--- config.mk ---
export PLATFORM = sky130hd
export DESIGN_NAME = pipe_stage_hs
export DESIGN_NICKNAME = d
export VERILOG_FILES = /design/src/rtl/riscv_pipe_pkg.sv /design/src/rtl/pipe_slot.sv /design/src/rtl/pipe_stage_hs.sv
export SDC_FILE = /design/constraint.sdc
export NUM_CORES = 1
export LEC_CHECK = 0
export BUFFER_PORTS_ARGS = -buffer_cell sky130_fd_sc_hd__buf_4
export CORE_UTILIZATION = 61
export CTS_CLUSTER_DIAMETER = 60
export DETAILED_ROUTE_END_ITERATION = 16
export MAX_ROUTING_LAYER = met4
export PLACE_DENSITY = 0.84
export RECOVER_POWER = 50
export SLEW_MARGIN = 30
export SYNTH_ARGS = -nofsm -noshare
export SYNTH_HDL_FRONTEND = slang
export SYNTH_HIERARCHICAL = 1
export SYNTH_SLANG_ARGS = --single-unit
--- constraint.sdc ---
create_clock -name clk -period 3.6 [get_ports clk]
set_input_delay 0.72 -clock clk [delete_from_list [all_inputs] [get_ports clk]]
set_output_delay 0.72 -clock clk [all_outputs]
set_load 0.02 [all_outputs]
--- src/rtl/riscv_pipe_pkg.sv ---
`default_nettype none
// ============================================================================
// riscv_pipe_pkg : shared pipeline-boundary payload types          | rev 1.0
// ============================================================================
package riscv_pipe_pkg;

  typedef struct packed {
    logic [31:0] read_data;
    logic [31:0] alu_out;
    logic [4:0]  wr_reg;
  } mem_wb_t;

  typedef struct packed {
    logic reg_write;
    logic mem_to_reg;
  } mem_wb_ctrl_t;

  localparam int MEM_WB_W      = $bits(mem_wb_t);
  localparam int MEM_WB_CTRL_W = $bits(mem_wb_ctrl_t);

  function automatic logic [1:0] count_live(input logic a, input logic b);
    return {1'b0, a} + {1'b0, b};
  endfunction

endpackage
`default_nettype wire

--- src/rtl/pipe_slot.sv ---
`default_nettype none
// ============================================================================
// pipe_slot : one valid + payload + ctrl entry with load/clear enables | rev 1.0
// ============================================================================
module pipe_slot
  import riscv_pipe_pkg::*;
#(
  parameter int DATA_W = MEM_WB_W,
  parameter int CTRL_W = MEM_WB_CTRL_W
) (
  input  logic              clk,
  input  logic              rst,
  input  logic              load_i,
  input  logic              clr_i,
  input  logic [DATA_W-1:0] data_i,
  input  logic [CTRL_W-1:0] ctrl_i,
  output logic              valid_o,
  output logic [DATA_W-1:0] data_o,
  output logic [CTRL_W-1:0] ctrl_o
);

  logic              valid_q;
  logic              valid_d;
  logic              load_en_d;
  logic [DATA_W-1:0] data_q;
  logic [CTRL_W-1:0] ctrl_q;

  // Clear beats load; only the valid bit is killable, payload moves on load only.
  always_comb begin
    valid_d   = valid_q;
    load_en_d = 1'b0;
    if (clr_i) begin
      valid_d = 1'b0;
    end else if (load_i) begin
      valid_d   = 1'b1;
      load_en_d = 1'b1;
    end
  end

  always_ff @(posedge clk) begin
    if (rst) begin
      valid_q <= 1'b0;
      data_q  <= '0;
      ctrl_q  <= '0;
    end else begin
      valid_q <= valid_d;
      if (load_en_d) begin
        data_q <= data_i;
        ctrl_q <= ctrl_i;
      end
    end
  end

  assign valid_o = valid_q;
  assign data_o  = data_q;
  assign ctrl_o  = ctrl_q;

endmodule
`default_nettype wire

--- src/rtl/pipe_stage_hs.sv ---
`default_nettype none
// ============================================================================
// pipe_stage_hs : valid/ready pipeline register with flush and optional skid | rev 1.0
// ============================================================================
module pipe_stage_hs
  import riscv_pipe_pkg::*;
#(
  parameter int DATA_W = MEM_WB_W,
  parameter int CTRL_W = MEM_WB_CTRL_W,
  parameter int SKID   = 1
) (
  input  logic              clk,
  input  logic              rst,
  input  logic              flush,
  input  logic              in_valid,
  output logic              in_ready,
  input  logic [DATA_W-1:0] in_data,
  input  logic [CTRL_W-1:0] in_ctrl,
  output logic              out_valid,
  input  logic              out_ready,
  output logic [DATA_W-1:0] out_data,
  output logic [CTRL_W-1:0] out_ctrl,
  output logic [1:0]        occupancy
);

  logic              w_acc;
  logic              w_drn;
  logic              w_main_valid;
  logic              w_main_load;
  logic              w_main_clr;
  logic              w_skid_valid;
  logic [DATA_W-1:0] w_main_din;
  logic [CTRL_W-1:0] w_main_cin;
  logic [DATA_W-1:0] w_main_data;
  logic [CTRL_W-1:0] w_main_ctrl;

  assign w_acc = in_valid & in_ready & ~flush;
  assign w_drn = w_main_valid & out_ready;

  generate
    if (SKID != 0) begin : g_skid
      logic              w_main_free;
      logic              w_skid_load;
      logic              w_skid_clr;
      logic [DATA_W-1:0] w_skid_data;
      logic [CTRL_W-1:0] w_skid_ctrl;

      assign in_ready    = ~w_skid_valid;
      assign w_main_free = ~w_main_valid | w_drn;

      // Skid is always older than the input, so it refills main first.
      assign w_main_load = ~flush & w_main_free & (w_skid_valid | w_acc);
      assign w_main_clr  = flush | (w_main_free & ~w_skid_valid & ~w_acc);
      assign w_main_din  = w_skid_valid ? w_skid_data : in_data;
      assign w_main_cin  = w_skid_valid ? w_skid_ctrl : in_ctrl;

      assign w_skid_load = ~flush & ~w_main_free & w_acc;
      assign w_skid_clr  = flush | (w_main_free & w_skid_valid);

      pipe_slot #(
        .DATA_W (DATA_W),
        .CTRL_W (CTRL_W)
      ) u_skid (
        .clk     (clk),
        .rst     (rst),
        .load_i  (w_skid_load),
        .clr_i   (w_skid_clr),
        .data_i  (in_data),
        .ctrl_i  (in_ctrl),
        .valid_o (w_skid_valid),
        .data_o  (w_skid_data),
        .ctrl_o  (w_skid_ctrl)
      );
    end else begin : g_no_skid
      assign in_ready     = ~w_main_valid | out_ready;
      assign w_skid_valid = 1'b0;
      assign w_main_load  = w_acc;
      assign w_main_clr   = flush | (w_drn & ~w_acc);
      assign w_main_din   = in_data;
      assign w_main_cin   = in_ctrl;
    end
  endgenerate

  pipe_slot #(
    .DATA_W (DATA_W),
    .CTRL_W (CTRL_W)
  ) u_main (
    .clk     (clk),
    .rst     (rst),
    .load_i  (w_main_load),
    .clr_i   (w_main_clr),
    .data_i  (w_main_din),
    .ctrl_i  (w_main_cin),
    .valid_o (w_main_valid),
    .data_o  (w_main_data),
    .ctrl_o  (w_main_ctrl)
  );

  // Control bits must never leak out of a bubble.
  assign out_valid = w_main_valid;
  assign out_data  = w_main_data;
  assign out_ctrl  = w_main_ctrl & {CTRL_W{w_main_valid}};
  assign occupancy = count_live(w_main_valid, w_skid_valid);

endmodule
`default_nettype wire

Yosys cells after proc, flatten, opt, wreduce, memory -nomap -nowiden

Index checks and enable logic that the tools add are counted.

Add/sub/neg operators: 1
Multiplexer cells: 6
Bitwise logic cells: 20
Reduce and logical (&&, ||, !) cells: 2

Operators by type and width:

| operator             | count |
|---|---|
| 2-to-1 mux 69 bit    | 1 |
| AND 1 bit            | 10 |
| inverter 1 bit       | 5 |
| 2-to-1 mux 1 bit     | 4 |
| bitwise OR 1 bit     | 4 |
| OR reduction 2 bit   | 2 |
| adder 1 x 1 -> 2 bit | 1 |
| AND 2 bit            | 1 |
| 2-to-1 mux 2 bit     | 1 |

Register bits: 144
Input port bits: 76
Output and inout port bits: 75
Logic and storage cells: 35

Logic depth before layout (Yosys ltp)

Gate-level depths: netlist of run 1.

Word-level depth: 7
Gate-level depth with buffers: 9
Gate-level depth less buffers: 4

By module

The synthesis of run 1 kept the hierarchy.

By module, submodules not included:

| module        | times used | cells each | area each (um^2) | seq. area each (um^2) |
|---|---|---|---|---|
| pipe_slot     | 2          | 327        | 3637.2           | 1441.4 |
| pipe_stage_hs | 1          | 90         | 1107.3           | 0.0 |

Least setup slack after synthesis of run 1

OpenSTA, ideal clock, no wires.

Path kind: input port to flip-flop
Start: input port out_ready
End: register g_skid.u_skid.ctrl_q[0] (netlist: g_skid.u_skid/ctrl_o[0])
Setup time: 116 ps
Arrival time: 1813 ps
Required time: 3484 ps
Setup slack: 1671 ps
Stages on the path: 7
Path buffers: 3
Path through: nand2b_1 -> nor4b_2 -> buf_6 -> nor2b_4 -> buf_12 -> buf_12 -> o21ai_2

Longest elaborated chain between the ends: 7
Elaborated cells on any way between the ends: 9
Classes of those cells: mux (2); bitwise (7)

Ends and longest elaborated chain:

| element                 | RTL line            | text |
|---|---|---|
| start: declaration      | pipe_stage_hs.sv:20 | `input logic out_ready,` |
| AND 1 bit               | pipe_stage_hs.sv:38 | `assign w_drn = w_main_valid & out_ready;` |
| bitwise OR 1 bit        | pipe_stage_hs.sv:49 | `assign w_main_free = ~w_main_valid \| w_drn;` |
| inverter 1 bit          | pipe_stage_hs.sv:57 | `assign w_skid_load = ~flush & ~w_main_free & w_acc;` |
| AND 1 bit (2 in series) | pipe_stage_hs.sv:57 |  |
| via g_skid.w_skid_load  | pipe_stage_hs.sv:43 | `logic w_skid_load;` |
| 2-to-1 mux 1 bit        | pipe_slot.sv:34     | `end else if (load_i) begin` |
| 2-to-1 mux 1 bit        | pipe_slot.sv:32     | `if (clr_i) begin` |
| end signal: assignment  | pipe_slot.sv:49     | `ctrl_q <= ctrl_i;` |
| end: declaration        | pipe_slot.sv:26     | `logic [CTRL_W-1:0] ctrl_q;` |

The timed path passes the listed nets, and every way through them passes these cells.
A chain may end at the register's enable or synchronous reset.

Worst setup path after layout of run 1

Start: register g_skid.u_skid.valid_q (netlist: g_skid.u_skid/valid_o)
End: register g_skid.u_skid.data_q[42] (netlist: g_skid.u_skid/data_o[42])

Elaborated cells on any way between the ends: 8
Classes of those cells: mux (2); bitwise (6)

RTL lines:

| element                  | RTL line            | text |
|---|---|---|
| start: declaration       | pipe_slot.sv:22     | `logic valid_q;` |
| start signal: assignment | pipe_slot.sv:46     | `valid_q <= valid_d;` |
| AND 1 bit                | pipe_stage_hs.sv:58 | `assign w_skid_clr = flush \| (w_main_free & w_skid_valid);` |
| bitwise OR 1 bit         | pipe_stage_hs.sv:58 |  |
| via g_skid.w_skid_clr    | pipe_stage_hs.sv:44 | `logic w_skid_clr;` |
| 2-to-1 mux 1 bit         | pipe_slot.sv:32     |  |
| end signal: assignment   | pipe_slot.sv:48     | `data_q <= data_i;` |
| end: declaration         | pipe_slot.sv:25     | `logic [DATA_W-1:0] data_q;` |

The timed path passes the listed nets, and every way through them passes these cells.

==> results of run 1 <==
==> per-layer routing <==
| metal | global-route usage | vias up | part of all wire |
|---|---|---|---|
| met1 | 0.346 | 2891 | 0.46 |
| met4 | 0.0728 | 0 | 0.011 |
| li1 | - | 2891 | - |
| met2 | 0.433 | 160 | 0.49 |
| met3 | 0.0484 | 14 | 0.040 |
| met5 | - | - | 0 |
==> critical path, stage by stage, from the launching register on <==
cell     delay [ps]
dfxtp_1         780
a21o_2         1010
nor2b_1         230
buf_12          280
o21ai_0         200
==> placed cells by master, fill, tap and decap left out, types with 2 or more instances in the layout <==
cell type,netlist,layout
a21o_2,0,2
and2_0,0,2
nor2_1,3,3
clkinv_2,0,5
mux2_4,40,40
o21ai_0,0,27
mux2_2,25,25
nor3_1,3,3
nor2b_1,1,2
bufinv_16,0,2
clkinvlp_4,0,3
nand2b_1,143,143
clkbuf_16,0,17
dfxtp_1,144,144
buf_4,4,84
buf_12,16,4
nand4bb_1,142,142
mux2_1,6,6
clkbuf_8,0,5
clkbuf_1,24,72
o21ai_2,140,114
==> metrics by stage <==
stage / area [um^2] / utilization / worst slack, ps / hold slack [ps]
after global routing: 9400 / 0.704 / 698 / 487
after detailed placement: 9190 / 0.689 / 924 / 464
after floorplan: 8380 / - / 1670 / 439
final: 9400 / 0.704 / 956 / 473
after CTS: 9790 / 0.734 / 1340 / 475
after global placement: 9180 / 0.688 / 1000 / 450
==> layout make-up <==
class	count	share of cell area
Clock buffer	22	0.0526
Timing Repair Buffer	161	0.106
Multi-Input combinational cell	513	0.500
Inverter	1	0.000399
Sequential cell	144	0.307
Tap cell	176	0.0234
Clock inverter	10	0.0114
==> state kept, by name (all words and copies together), names as in the netlist <==
| register | flops |
|---|---|
| g_skid.u_skid/data_o | 69 |
| u_main/data_o | 69 |
| g_skid.u_skid/ctrl_o | 2 |
| u_main/ctrl_o | 2 |
| g_skid.u_skid/valid_o | 1 |
| u_main/valid_o | 1 |
==> kinds of logic after synthesis <==
logic type / after synthesis / synth area share
buffers and inverters: 87 / 0.0840
muxes: 71 / 0.113
adders and majority gates: 1 / 0.00149
AOI/OAI and AO/OA: 144 / 0.149
and+or+nand+nor: 297 / 0.308
DFF: 144 / 0.344
==> final timing paths <==
check / startpoint / to / slack [ps] / cells past startpoint
worst min register to register: g_skid.u_skid/data_o[6]$_SDFFE_PP0P_ / g_skid.u_skid/data_o[6]$_SDFFE_PP0P_ / 470 / 2
worst max register to register: g_skid.u_skid/valid_o$_SDFFE_PP0P_ / g_skid.u_skid/data_o[42]$_SDFFE_PP0P_ / 960 / 4
worst max-delay path: g_skid.u_skid/valid_o$_SDFFE_PP0P_ / g_skid.u_skid/data_o[42]$_SDFFE_PP0P_ / 960 / 4
worst min-delay path: g_skid.u_skid/data_o[6]$_SDFFE_PP0P_ / g_skid.u_skid/data_o[6]$_SDFFE_PP0P_ / 470 / 2
==> report_power, final <==
| group | switching, uW | total (uW) | internal [uW] |
|---|---|---|---|
| clock network | 665 | 1770 | 1110 |
| registers | 10.9 | 1620 | 1610 |
| logic | 168 | 364 | 196 |
==> impl_metrics.env, run 1 <==
export IMPL_num_fill_cells=1051
export IMPL_cts_buffers_inserted=17
export IMPL_cts_hold_buffers=0
export IMPL_synthArstFlopShare=0
export IMPL_min_path_type="register to register"
export IMPL_postSynthAreaPerCell_um2=11.3
export IMPL_required_ps=3930
export IMPL_cts_max_path_buffers=2
export IMPL_hpwlAfterDp_um=11000
export IMPL_initial_core_util=0.628
export IMPL_worstSkewPairLatency_ps=410
export IMPL_outcome="complete, no violations"
export IMPL_drt_antenna_violating_nets=0
export IMPL_syn_inst=744
export IMPL_seq_area_frac_synth=0.344
export IMPL_setup_viol=0
export IMPL_vias_per_cell=5.80
export IMPL_synth_top_cell_area_share=0.344
export IMPL_synth_cell_area_um2=8380
export IMPL_design_core_area_um2=13300
export IMPL_cts_setup_buffers=0
export IMPL_area_growth_syn_to_layout_pct=12.2
export IMPL_cp_start_kind="register"
export IMPL_antenna_cells=0
export IMPL_syn_num_nets=821
export IMPL_num_vias=5956
export IMPL_die_area_um2=14200
export IMPL_p_total_uw=3760
export IMPL_die_width_um=119
export IMPL_clk_pin_slew_ps=60
export IMPL_ys_warnings_count=6
export IMPL_fin_skew_ps=10.1
export IMPL_p_per_area_nw_per_um2=400
export IMPL_rows=42
export IMPL_track_usage=0.269
export IMPL_min_period_over_period=0.734
export IMPL_ios=151
export IMPL_grt_overflow=0
export IMPL_drc=0
export IMPL_crit_path_end_kind="register"
export IMPL_htree_levels=4
export IMPL_synth_area_leader_cell="dfxtp_1"
export IMPL_path_class="register to register"
export IMPL_antenna_found_initial=0
export IMPL_dieHeight_um=119
export IMPL_period_needed_ps=2640
export IMPL_slew_violations=0
export IMPL_dp_cells=995
export IMPL_cts_root_buf="clkbuf_16"
export IMPL_cap_viol_max_count=0
export IMPL_multi_input_area_um2=4700
export IMPL_regArea_um2=2880
export IMPL_vdd_drop_max_v=0.000332
export IMPL_yosysMostFrequentCell="dfxtp_1"
export IMPL_post_drt_wl_per_cell_um=17.6
export IMPL_final_nets=915
export IMPL_tritoncts="built"
export IMPL_arrival_ps=2970
export IMPL_rsz0062_at_grt="false"
export IMPL_drive_gt1_frac=0.357
export IMPL_fmax_mhz=378
export IMPL_synth_seq_cells=144
export IMPL_finalSetupTns_ps=0
export IMPL_synth_common_cells="dfxtp_1, nand2b_1, nand4bb_1"
export IMPL_synthTopCellsByArea="dfxtp_1, nand4bb_1, o21ai_2"
export IMPL_dr_pass1_iters=4
export IMPL_ctsResizeCount=0
export IMPL_synth_edf_count=0
export IMPL_place_congestion=0.766
export IMPL_grt_pass1_vias=5894
export IMPL_cts_sinks=144
export IMPL_grt_max_degree=184
export IMPL_slew_headroom=0.216
export IMPL_grt_pass1_wl_um=29800
export IMPL_worst_pin_slew_ps=1180
export IMPL_cp_max_fo=73
export IMPL_first_iter_violations=345
export IMPL_ys_types=22
export IMPL_synthFlopType="dfxtp_1"
export IMPL_io_buffers=150
export IMPL_p_leak_uw=0.00337
export IMPL_drt_total_wl_um=18100
export IMPL_final_cells=1027
export IMPL_hold_violations=0
No activity file was read; power rests on OpenSTA's default activity.
==> run 2: changes to the inputs <==
- ABC_AREA: default -> 1
- CORE_UTILIZATION: 61 -> 50
- PLACE_DENSITY: 0.84 -> 0.75
- clock period: 3.6 -> 2.33 ns (I/O delays scaled with it)
==> impl_metrics.env, run 2 <==
export IMPL_min_path_type="primary input to register"
export IMPL_period_needed_ps=1990
export IMPL_hold_depth=2
export IMPL_hold_end="g_skid.u_skid/valid_o$_SDFFE_PP0P_"
export IMPL_reg2reg_to="u_main/data_o[48]$_SDFFE_PP0P_"
export IMPL_cts_setup_buffers=0
export IMPL_drt_total_wl_um=17800
export IMPL_syn_inst=1171
export IMPL_io_buffers=150
export IMPL_synthArstFlopShare=0
export IMPL_seq_area_frac_synth=0.394
export IMPL_num_vias=6951
export IMPL_dr_pass1_iters=4
export IMPL_rsz0062_at_grt="false"
export IMPL_grt_util_met1=0.304
export IMPL_clk_pin_slew_ps=60
export IMPL_min_period_over_period=0.856
export IMPL_first_iter_violations=402
export IMPL_rows=43
export IMPL_num_fill_cells=1461
export IMPL_cts_hold_buffers=0
export IMPL_grt_pass1_vias=6329
export IMPL_p_leak_uw=0.00438
export IMPL_p_per_area_nw_per_um2=647
export IMPL_ios=151
export IMPL_ys_types=15
export IMPL_busiest_layer="met2"
export IMPL_worstSkewPairLatency_ps=420
export IMPL_dieHeight_um=123
export IMPL_area_growth_syn_to_layout_pct=17.0
export IMPL_slew_headroom=0.513
export IMPL_r2r_start="u_main/valid_o$_SDFFE_PP0P_"
export IMPL_arrival_ps=1530
export IMPL_die_area_um2=15100
export IMPL_cts_buffers_inserted=17
export IMPL_fmax_mhz=501
export IMPL_synthFlopType="dfxtp_1"
export IMPL_critical_path_top_delay_family="buffers and inverters"
export IMPL_track_usage=0.255
export IMPL_hold_violations=0
export IMPL_tritoncts="built"
export IMPL_ys_warnings_count=6
export IMPL_cts_max_path_buffers=2
export IMPL_design_core_area_um2=14100
export IMPL_cts_root_buf="clkbuf_16"
export IMPL_fin_area_um2=8570
export IMPL_fin_skew_ps=5.09
export IMPL_finalSetupTns_ps=0
export IMPL_synth_top_cell_area_share=0.394
export IMPL_outcome="complete, no violations"
export IMPL_vias_per_cell=4.70
export IMPL_use_met3=0.0600
export IMPL_ctsResizeCount=0
export IMPL_slowest_stage="dfxtp_2"
export IMPL_crit_buf_inv=3
export IMPL_synth_seq_cells=144
export IMPL_postSynthAreaPerCell_um2=6.25
export IMPL_cp_start_kind="register"
export IMPL_cts_sinks=144
export IMPL_grt_overflow=0
export IMPL_synth_common_cells="nand2_1, nor2_1, inv_1"
export IMPL_worstRegToRegCells=7
export IMPL_synth_edf_count=0
export IMPL_antenna_cells=0
export IMPL_max_stage_delay_ps=350
export IMPL_vdd_drop_max_v=0.000505
export IMPL_die_width_um=123
export IMPL_initial_core_util=0.519
export IMPL_final_nets=1365
export IMPL_yosysMostFrequentCell="nand2_1"
export IMPL_synthTopCellsByArea="dfxtp_1, nand2_1, nor2_1"
export IMPL_antenna_found_initial=0
export IMPL_place_area_um2=8350
export IMPL_required_ps=1860
export IMPL_syn_num_nets=1248
export IMPL_post_drt_wl_per_cell_um=12.0
export IMPL_ff2ff_setup_slack_ps=410
export IMPL_path_class="register to output pin"
export IMPL_worst_pin_slew_ps=730
export IMPL_final_common_cell="nand2_1"
export IMPL_cp_max_fo=31
export IMPL_crit_path_end_kind="output pin"
export IMPL_grt_util_met2=0.424
export IMPL_cap_viol_max_count=0
export IMPL_drt_antenna_violating_nets=0
export IMPL_place_congestion=0.796
export IMPL_path_cells="inv_2, buf_12, buf_4"
export IMPL_hpwlAfterDp_um=11100
export IMPL_synth_cell_area_um2=7320
export IMPL_grt_max_degree=53
export IMPL_drc=0
export IMPL_layout_common_cells="nand2_1, nor2_1, inv_1, dfxtp_1, nand3_1"
export IMPL_synth_area_leader_cell="dfxtp_1"
export IMPL_slew_violations=0
export IMPL_htree_levels=4
export IMPL_setup_viol=0
export IMPL_grt_pass1_wl_um=29300
export IMPL_worstHoldStart="rst"
export IMPL_drive_gt1_frac=0.119
[run 2: cell types whose count changed after synthesis, moves of 40 or more]
cell,before,now
nand2_1,0,364
o21ai_2,140,0
nand3_1,0,125
inv_1,1,146
nand2b_1,143,0
nand4bb_1,142,0
mux2_4,40,0
nor2_1,3,289
[run 2: worst register-to-register path: stages, from the launching register on]
cell and delay, ps:
dfxtp_1 390, nand2_1 140, nand2_1 90, nor2_4 230, clkbuf_2 630, nand3_1 210
nand2_1 90, nor2_1 40
[run 2: worst max-delay path by stage]
| stage | startpoint | end | slack (ps) | cells past startpoint |
|---|---|---|---|---|
| after floorplan | u_main/valid_o$_SDFFE_PP0P_ | g_skid.u_skid/data_o[16]$_SDFFE_PP0P_ | 910 | 7 |
| after global placement | flush | u_main/data_o[48]$_SDFFE_PP0P_ | 530 | 8 |
| after detailed placement | flush | u_main/data_o[48]$_SDFFE_PP0P_ | 540 | 8 |
| after CTS | g_skid.u_skid/valid_o$_SDFFE_PP0P_ | in_ready | 320 | 3 |
| after global routing | u_main/valid_o$_SDFFE_PP0P_ | u_main/data_o[46]$_SDFFE_PP0P_ | 170 | 8 |
| final | g_skid.u_skid/valid_o$_SDFFE_PP0P_ | in_ready | 340 | 3 |
[run 2: cell families (layout without fill, tap and decap cells)]
| group | after synthesis | after routing | share of synthesized area |
|---|---|---|---|
| flops | 144 | 144 | 0.394 |
| simple gates | 800 | 800 | 0.449 |
| buf+inv | 226 | 353 | 0.155 |
| fa+ha+maj | 1 | 1 | 0.00171 |
[run 2: final cells by class]
class                   count  area (um^2)  share of cell area
multi-input cells         801         3300               0.386
flip-flops and latches    144         2880               0.337
repair buffers            171         1060               0.124
inverters                 153          574              0.0670
clock buffers              21          480              0.0561
well taps                 180          225              0.0263
clock inverters             8         40.0             0.00467
[run 2: where the power goes]
group | switching, uW | internal, uW
Sequential | 24.7 | 2510
Clock | 971 | 1440
Combinational | 373 | 226
Total | 1370 | 4170
[run 2: routing by layer]
| layer | vias to the layer above | part of all wire |
|---|---|---|
| li1 | 3697 | - |
| met1 | 3039 | 0.45 |
| met2 | 191 | 0.47 |
| met3 | 24 | 0.067 |
| met4 | 0 | 0.015 |
| met5 | - | 0 |
[run 2: through the flow]
stage / total power (uW) / hold WS [ps] / worst slack, ps / util / cells
6_report: 5540 / 246 / 335 / 0.608 / 1478
5_1_grt: 5770 / 237 / 172 / 0.608 / 1478
4_1_cts: 5630 / 229 / 316 / 0.629 / 1478
3_5_place_dp: 3220 / 472 / 539 / 0.592 / 1449
3_3_place_gp: 3220 / 461 / 527 / 0.592 / 1449
2_1_floorplan: 2990 / 455 / 908 / - / 1171
==> run 3: changes to the inputs <==
- ABC_AREA: 1 -> default
- CORE_UTILIZATION: 50 -> 51
==> impl_metrics.env, run 3 (synthesis gave the netlist of run 1 again) <==
export IMPL_vias_per_cell=5.62
export IMPL_worst_pin_slew_ps=708
export IMPL_ios=151
export IMPL_p_sw_uw=1300
export IMPL_io_buffers=150
export IMPL_die_width_um=130
export IMPL_num_vias=6003
export IMPL_min_period_over_period=0.894
export IMPL_die_area_um2=17000
export IMPL_cts_setup_buffers=0
export IMPL_arrival_ps=2430
export IMPL_swShare=0.210
export IMPL_cts_hold_buffers=0
export IMPL_clk_pin_slew_ps=60
export IMPL_fin_skew_ps=8.52
export IMPL_drive_gt1_frac=0.365
export IMPL_rsz0062_at_grt="false"
export IMPL_place_area_um2=9280
export IMPL_first_iter_violations=308
export IMPL_slowest_stage="dfxtp_4"
export IMPL_vdd_drop_max_v=0.000490
export IMPL_cp_max_fo=72
export IMPL_cap_viol_max_count=0
export IMPL_grt_pass1_vias=6079
export IMPL_setup_viol=0
export IMPL_htree_levels=4
export IMPL_drc=0
export IMPL_design_core_area_um2=15900
export IMPL_p_leak_uw=0.00343
export IMPL_cts_sinks=144
export IMPL_track_usage=0.235
export IMPL_fmax_mhz=480
export IMPL_p_int_uw=4880
export IMPL_outcome="complete, no violations"
export IMPL_final_nets=917
export IMPL_slew_headroom=0.528
export IMPL_crit_buf_inv=1
export IMPL_fin_area_um2=9600
export IMPL_antenna_found_initial=0
export IMPL_cp_start_kind="register"
export IMPL_p_total_uw=6180
export IMPL_max_stage_delay_ps=650
export IMPL_cts_buffers_inserted=17
export IMPL_combPwrFrac=0.092
export IMPL_tritoncts="built"
export IMPL_power_frac_seq=0.405
export IMPL_drt_antenna_violating_nets=0
export IMPL_dieHeight_um=130
export IMPL_drt_total_wl_um=18700
export IMPL_grt_overflow=0
export IMPL_hold_violations=0
export IMPL_ctsResizeCount=0
export IMPL_grt_max_degree=159
export IMPL_initial_core_util=0.526
export IMPL_required_ps=2680
export IMPL_dr_pass1_iters=4
export IMPL_path_class="register to register"
export IMPL_area_growth_syn_to_layout_pct=14.5
export IMPL_cts_max_path_buffers=2
export IMPL_place_congestion=0.790
export IMPL_crit_path_end_kind="register"
export IMPL_hpwlAfterDp_um=11400
export IMPL_p_per_area_nw_per_um2=644
export IMPL_path_cells="nor2_1, nor3_2, buf_6, nand4bb_1, o21ai_2"
export IMPL_grt_pass1_wl_um=30600
export IMPL_rows=46
export IMPL_slew_violations=0
export IMPL_clockPowerShare=0.502
export IMPL_min_path_type="primary input to register"
export IMPL_period_needed_ps=2080
export IMPL_post_drt_wl_per_cell_um=17.5
export IMPL_critical_path_top_delay_family="simple AND/OR/NAND/NOR gates"
export IMPL_num_fill_cells=1410
export IMPL_layout_common_cells="nand2b_1, dfxtp_1, nand4bb_1, o21ai_2, buf_4"
export IMPL_cts_root_buf="clkbuf_16"
export IMPL_antenna_cells=0
export IMPL_worstSkewPairLatency_ps=420
export IMPL_finalSetupTns_ps=0
==> run 3: cell type report <==
type / instances / area, um^2 / share of cell area
Tap cell: 216 / 270 / 0.0282
Timing Repair Buffer: 163 / 1040 / 0.108
Sequential cell: 144 / 2890 / 0.301
Inverter: 1 / 3.75 / 0.000391
Multi-Input combinational cell: 513 / 4720 / 0.492
Clock inverter: 11 / 208 / 0.0216
Clock buffer: 21 / 470 / 0.0490
==> run 3: through the flow <==
| stage | hold WS [ps] | std cells | util | setup slack, ps |
|---|---|---|---|---|
| after global placement | 449 | 1037 | 0.582 | 353 |
| final | 327 | 1069 | 0.602 | 246 |
| after detailed placement | 461 | 1037 | 0.582 | 300 |
| after CTS | 324 | 1069 | 0.625 | 285 |
| after floorplan | 439 | 744 | - | 653 |
| after global routing | 336 | 1069 | 0.602 | 107 |
==> run 3: layer usage <==
metal / track usage / vias up / part of all wire
met2: 0.388 / 143 / 0.49
met5: - / - / 0
met1: 0.288 / 2923 / 0.45
met4: 0.0821 / 0 / 0.020
met3: 0.0422 / 30 / 0.043
li1: - / 2907 / -
==> run 3: worst reg2reg max path: cells and delay by family (launching register included) <==
kind | cells | cell delay [ps]
AO/OA/AOI/OAI | 1 | 90
AND/OR/NAND/NOR | 3 | 750
buffers and inverters | 1 | 530
flip-flops | 1 | 650
==> run 3: path summary, 6_finish.rpt <==
| path | start | end | slack [ps] | cells after the start |
|---|---|---|---|---|
| setup / recovery | g_skid.u_skid/valid_o$_SDFFE_PP0P_ | u_main/data_o[25]$_SDFFE_PP0P_ | 250 | 5 |
| hold / removal | in_data[66] | g_skid.u_skid/data_o[66]$_SDFFE_PP0P_ | 330 | 3 |
| hold reg to reg | u_main/data_o[1]$_SDFFE_PP0P_ | u_main/data_o[1]$_SDFFE_PP0P_ | 470 | 2 |
| setup reg to reg | g_skid.u_skid/valid_o$_SDFFE_PP0P_ | u_main/data_o[25]$_SDFFE_PP0P_ | 250 | 5 |
==> run 3: power by group through the flow <==
stage / logic (uW) / clock network (uW) / registers [uW]
after floorplan: 357 / 0 / 2590
after global placement: 585 / 0 / 2560
after detailed placement: 594 / 0 / 2560
after CTS: 597 / 3160 / 2510
after global routing: 611 / 3260 / 2510
final: 572 / 3100 / 2510
